<file path="src/rtl/pwm_fade_ramp.sv">
// pwm_fade_ramp
// Produces the 8-bit duty code for one PWM channel as a repeating
// "breathing" profile: ramp up, hold high, ramp down, hold low.
//
// Ports:
//   clk        system clock
//   rst_n      asynchronous active-low reset
//   enable     1 = profile advances, 0 = everything frozen
//   restart    synchronous one-cycle pulse, restarts from the bottom of RISE
//   value      registered duty code to the PWM stage
//   phase      current state (0 RISE, 1 HOLD_HI, 2 FALL, 3 HOLD_LO); this is
//              the state register itself, so it doubles as the FSM debug view
//   cycle_done one-clock pulse on the HOLD_LO -> RISE transition
//
// Parameters:
//   STEP_DIV   clocks per step tick (2 .. 2^24-1)
//   STEP_SIZE  duty change per tick (1 .. 255)
//   HOLD_TICKS ticks spent in each hold state (1 .. 65535)
module pwm_fade_ramp #(
  parameter int unsigned STEP_DIV   = 46875,
  parameter int unsigned STEP_SIZE  = 1,
  parameter int unsigned HOLD_TICKS = 64
) (
  input  logic       clk,
  input  logic       rst_n,
  input  logic       enable,
  input  logic       restart,
  output logic [7:0] value,
  output logic [1:0] phase,
  output logic       cycle_done
);

  typedef enum logic [1:0] {
    RISE    = 2'd0,
    HOLD_HI = 2'd1,
    FALL    = 2'd2,
    HOLD_LO = 2'd3
  } state_t;

  localparam logic [23:0] PRE_LAST  = 24'(STEP_DIV - 1);
  localparam logic [15:0] HOLD_LAST = 16'(HOLD_TICKS - 1);
  localparam logic [8:0]  STEP      = 9'(STEP_SIZE);

  state_t      state_q, state_d;
  logic [23:0] pre_q, pre_d;
  logic [15:0] hold_q, hold_d;
  logic [7:0]  value_q, value_d;
  logic        done_q, done_d;

  logic        tick;
  logic [8:0]  sum;
  logic [8:0]  diff;

  // The prescaler only moves while enabled, so tick is implicitly gated too.
  assign tick = enable && (pre_q == PRE_LAST);

  // Ninth bit catches overflow on the way up and borrow on the way down,
  // so the last step of a ramp clamps instead of wrapping the 8-bit code.
  assign sum  = {1'b0, value_q} + STEP;
  assign diff = {1'b0, value_q} - STEP;

  always_comb begin
    state_d = state_q;
    pre_d   = pre_q;
    hold_d  = hold_q;
    value_d = value_q;
    done_d  = 1'b0;

    if (restart) begin
      // Wins over a coincident tick and acts regardless of enable.
      state_d = RISE;
      pre_d   = '0;
      hold_d  = '0;
      value_d = '0;
    end else if (enable) begin
      pre_d = tick ? 24'd0 : pre_q + 24'd1;
      if (tick) begin
        case (state_q)
          RISE: begin
            if (sum >= 9'd255) begin
              value_d = 8'hFF;
              state_d = HOLD_HI;
              hold_d  = '0;
            end else begin
              value_d = sum[7:0];
            end
          end
          HOLD_HI: begin
            if (hold_q == HOLD_LAST) state_d = FALL;
            else                     hold_d  = hold_q + 16'd1;
          end
          FALL: begin
            // diff[8] set means the subtraction borrowed (went below zero).
            if (diff[8] || (diff == 9'd0)) begin
              value_d = 8'h00;
              state_d = HOLD_LO;
              hold_d  = '0;
            end else begin
              value_d = diff[7:0];
            end
          end
          HOLD_LO: begin
            if (hold_q == HOLD_LAST) begin
              state_d = RISE;
              done_d  = 1'b1;
            end else begin
              hold_d = hold_q + 16'd1;
            end
          end
          default: state_d = RISE;
        endcase
      end
    end
  end

  always_ff @(posedge clk or negedge rst_n) begin
    if (!rst_n) begin
      state_q <= RISE;
      pre_q   <= '0;
      hold_q  <= '0;
      value_q <= '0;
      done_q  <= 1'b0;
    end else begin
      state_q <= state_d;
      pre_q   <= pre_d;
      hold_q  <= hold_d;
      value_q <= value_d;
      done_q  <= done_d;
    end
  end

  assign value      = value_q;
  assign phase      = state_q;
  assign cycle_done = done_q;

endmodule
</file>
<file path="config.mk">
export PLATFORM = sky130hd
export DESIGN_NAME = pwm_fade_ramp
export DESIGN_NICKNAME = d
export VERILOG_FILES = /design/src/rtl/pwm_fade_ramp.sv
export SDC_FILE = /design/constraint.sdc
export NUM_CORES = 1
export LEC_CHECK = 0
export CORE_MARGIN = 2
export CORE_UTILIZATION = 64
export DETAILED_ROUTE_END_ITERATION = 6
export DONT_BUFFER_PORTS = 1
export GPL_ROUTABILITY_DRIVEN = 0
export HOLD_SLACK_MARGIN = 0.08
export MAX_ROUTING_LAYER = met4
export PLACE_DENSITY_LB_ADDON = 0.25
export SLEW_MARGIN = 30
export SYNTH_ARGS = -nofsm -noshare
export SYNTH_HDL_FRONTEND = slang
export SYNTH_SLANG_ARGS = --single-unit
</file>
<file path="constraint.sdc">
create_clock -name clk -period 3.7 [get_ports clk]
set_input_delay 0.74 -clock clk [delete_from_list [all_inputs] [get_ports clk]]
set_output_delay 0.74 -clock clk [all_outputs]
set_load 0.1 [all_outputs]
</file>
==> metrics.txt <==
post-CTS resize count 0; nature of the critical path endpoint flip-flop; final routed wirelength across all metal layers 8200 µm; sequential-to-total area share from yosys stat 36.5%; depth of the CTS H-tree 2; RSZ-0062 raised after global routing no; Vias per Instance 6.72; Final Max Slew Viols 0; Setup TNS 0 ns; Worst Path Max Fanout 14; row cnt 26; f_max 311 MHz; tightest slew margin relative to the limit 40.5%; Die Outline Area 6070 µm²; number of instances in the synthesized netlist 406; # Post-CTS Setup Buffers 0; NumNets Final 419; via count 3187; static leakage 1.49 nW; clock root buffer sky130_fd_sc_hd__clkbuf_8; Top-Level Pins 15; critical path startpoint category flip-flop; worst hold path type in2async; worst-case clock skew 0.00444 ns; final number of setup-violating endpoints 0; most area-hungry cell type in the Yosys netlist sky130_fd_sc_hd__dfrtp_1; pin count of the biggest net entering global routing 52; worst skew pair latency 0.32 ns; number of diodes 0; first drt pass iteration count 4; area added between synthesis and finish 5.12%; area share of the leading cell type in the synthesized netlist 36.5%; Iter 0 DRT Violations 265; via count of the first global-routing pass 2936; Seq cells post-synth 51; maximum vdd drop 0.211 mV; Die Span Y 77.9 µm; count of warnings emitted by yosys 0; post-route ant nets 0; run status finished, final reports clean; shortest period the worst path allows 3.22 ns; power density relative to cell area 246 nW/µm²; Cell Area, Synth 3500 µm²; data required time at the worst endpoint 3.91 ns; register clock-pin slew on the reported worst setup and hold paths 0.10 ns; total congestion overflow 0; signal arrival time at the worst endpoint 3.43 ns; count of buffers inserted at the top-level ports 0; MaxCap Viol Count 0; count of unique library cells instantiated by Yosys 54; final worst-path cycle share 87.0%; global-route wire length before repair 14100 µm; Inserted Clock Buffers 5; CTS tree done; placeable core area 5200 µm²; initial antenna violation count 0; number of flops mapped to enable cells by yosys 0; largest cells by area after synthesis sky130_fd_sc_hd__dfrtp_1 (37%), sky130_fd_sc_hd__nor2_1 (4.9%), sky130_fd_sc_hd__ha_1 (3.9%); syn nets 421; DRC violation count after routing 0; global-route usage over all layers 29.7%; layout cells sized above 1 9.65%; starting density of the core 67.2%; number of buffers inserted for hold repair after clock tree synthesis 0; Post-synth top flop sky130_fd_sc_hd__dfrtp_1; CP Class reg2reg; clock tree sinks 51; detailed placement HPWL 5650 µm; minimum hold slack 0.102 ns; number of endpoints with negative hold slack in the final report 0; Async SR Flop Fraction 100%; slew at the pin with the worst max-slew slack 0.893 ns; mean routed wirelength per cell 17.3 µm; Longest Clk Path Bufs 2; mean instance size in the synthesized netlist 8.61 µm²; width of the die 77.9 µm
==> layout by cell type, fill, tap and decap left out, types with 3 or more instances in the layout <==
cell type                  netlist  final
sky130_fd_sc_hd__or3_1           5      5
sky130_fd_sc_hd__mux2i_1         4      4
sky130_fd_sc_hd__a21oi_1        13     13
sky130_fd_sc_hd__nor4_1         13     13
sky130_fd_sc_hd__o31ai_2        10     10
sky130_fd_sc_hd__dfrtp_1        51     51
sky130_fd_sc_hd__xor2_1         10     10
sky130_fd_sc_hd__o21ai_0        20     20
sky130_fd_sc_hd__inv_1          14     14
sky130_fd_sc_hd__nand4b_1        3      3
sky130_fd_sc_hd__clkbuf_8        0      5
sky130_fd_sc_hd__nand2_1        27     27
sky130_fd_sc_hd__o31ai_1         6      6
sky130_fd_sc_hd__o211ai_1       13     13
sky130_fd_sc_hd__a31oi_1         9      9
sky130_fd_sc_hd__o311ai_0        8      8
sky130_fd_sc_hd__nand4_1        10     10
sky130_fd_sc_hd__a211oi_1        4      4
sky130_fd_sc_hd__buf_4           0     16
sky130_fd_sc_hd__nor4b_1         3      3
sky130_fd_sc_hd__xnor2_1         8      8
sky130_fd_sc_hd__nor2_1         46     46
sky130_fd_sc_hd__nor2b_1         7      7
sky130_fd_sc_hd__nor3_1         11     11
sky130_fd_sc_hd__nand3_1        20     20
sky130_fd_sc_hd__a41oi_1         4      4
sky130_fd_sc_hd__and4_1          3      3
sky130_fd_sc_hd__or4_1           6      6
sky130_fd_sc_hd__ha_1           11     11
sky130_fd_sc_hd__and3_1          9      9
sky130_fd_sc_hd__nand2b_1        4      4
sky130_fd_sc_hd__and2_1          5      5
==> cell usage after synthesis, drive strengths merged (6+ instances only) <==
master / number
a31oi: 9
nor3: 11
o31ai: 17
or4: 6
a21oi: 13
nand3: 20
nand4: 10
nand2: 27
clkbuf: 20
o311ai: 8
o21ai: 20
o211ai: 13
inv: 14
xnor2: 8
ha: 11
dfrtp: 51
xor2: 10
nor4: 13
nor2b: 7
nor2: 47
and3: 9
==> metrics by stage <==
| stage | util, % | worst slack (ns) | total power [mW] | area, µm² | instances |
|---|---|---|---|---|---|
| after floorplan | - | 0.205 | 0.588 | 3500 | 406 |
| after global placement | 69.0 | 0.644 | 0.589 | 3590 | 467 |
| after detailed placement | 69.0 | 0.530 | 0.589 | 3590 | 467 |
| after CTS | 70.6 | 0.488 | 0.906 | 3670 | 474 |
| after global routing | 70.6 | 0.314 | 0.935 | 3670 | 474 |
| final | 70.6 | 0.480 | 0.906 | 3670 | 474 |
==> report_power, final <==
part	switching, mW	internal [mW]
Sequential	0.00171	0.559
Clock	0.197	0.130
Combinational	0.0134	0.00464
==> flip-flops by register name, summed over array words and instances (netlist names) <==
register / count
value: 8
pre_q: 24
phase: 2
hold_q: 16
cycle_done: 1
==> worst paths after layout <==
check | slack [ns] | depth (start not counted) | end | startpoint
worst max-delay path | 0.48 | 8 | hold_q[9] | value[0]
min in group clk | 0.47 | 1 | pre_q[22] | restart
worst min-delay path | 0.10 | 0 | value[4] | rst_n
worst max register to register | 0.48 | 8 | hold_q[9] | value[0]
max in group asynchronous | 3.50 | 0 | value[3] | rst_n
worst min register to register | 0.54 | 1 | hold_q[5] | hold_q[5]
==> worst max-delay path: stages, from the launching register on <==
cell and delay (ns):
sky130_fd_sc_hd__dfrtp_1 0.39, sky130_fd_sc_hd__inv_1 0.14, sky130_fd_sc_hd__ha_1 0.23, sky130_fd_sc_hd__or3b_1 0.50, sky130_fd_sc_hd__o31a_1 0.34, sky130_fd_sc_hd__o31ai_4 0.30, sky130_fd_sc_hd__o211ai_1 0.14, sky130_fd_sc_hd__or3_1 0.69
sky130_fd_sc_hd__o41ai_1 0.37
==> routing by layer <==
layer	share of wire (%)	global-route usage (%)	wire [µm]	up-vias
met5	0	-	0	-
met4	1.8	8.25	144	0
met3	5.9	6.74	484	15
met2	48	45.9	3930	112
met1	44	39.5	3640	1535
li1	-	-	-	1525
==> layout make-up <==
class | instances | area (µm²)
fillers | 412 | 1530
clock buffers | 5 | 68.8
multi-input cells | 316 | 2060
clock inverters | 2 | 13.8
repair buffers | 16 | 120
flip-flops and latches | 51 | 1280
well taps | 70 | 87.6
inverters | 14 | 52.6
==> kinds of logic (layout without fill, tap and decap cells) <==
| family | count (synthesis) | count (layout) | synth area share [%] |
|---|---|---|---|
| xor+xnor | 18 | 18 | 4.51 |
| flops | 51 | 51 | 36.5 |
| buf+inv | 39 | 37 | 4.69 |
| mux | 5 | 5 | 1.47 |
| fa+ha+maj | 11 | 11 | 3.94 |
| simple gates | 179 | 179 | 26.8 |
| compound gates | 103 | 103 | 22.0 |
Power figures use the tool's default switching activity.
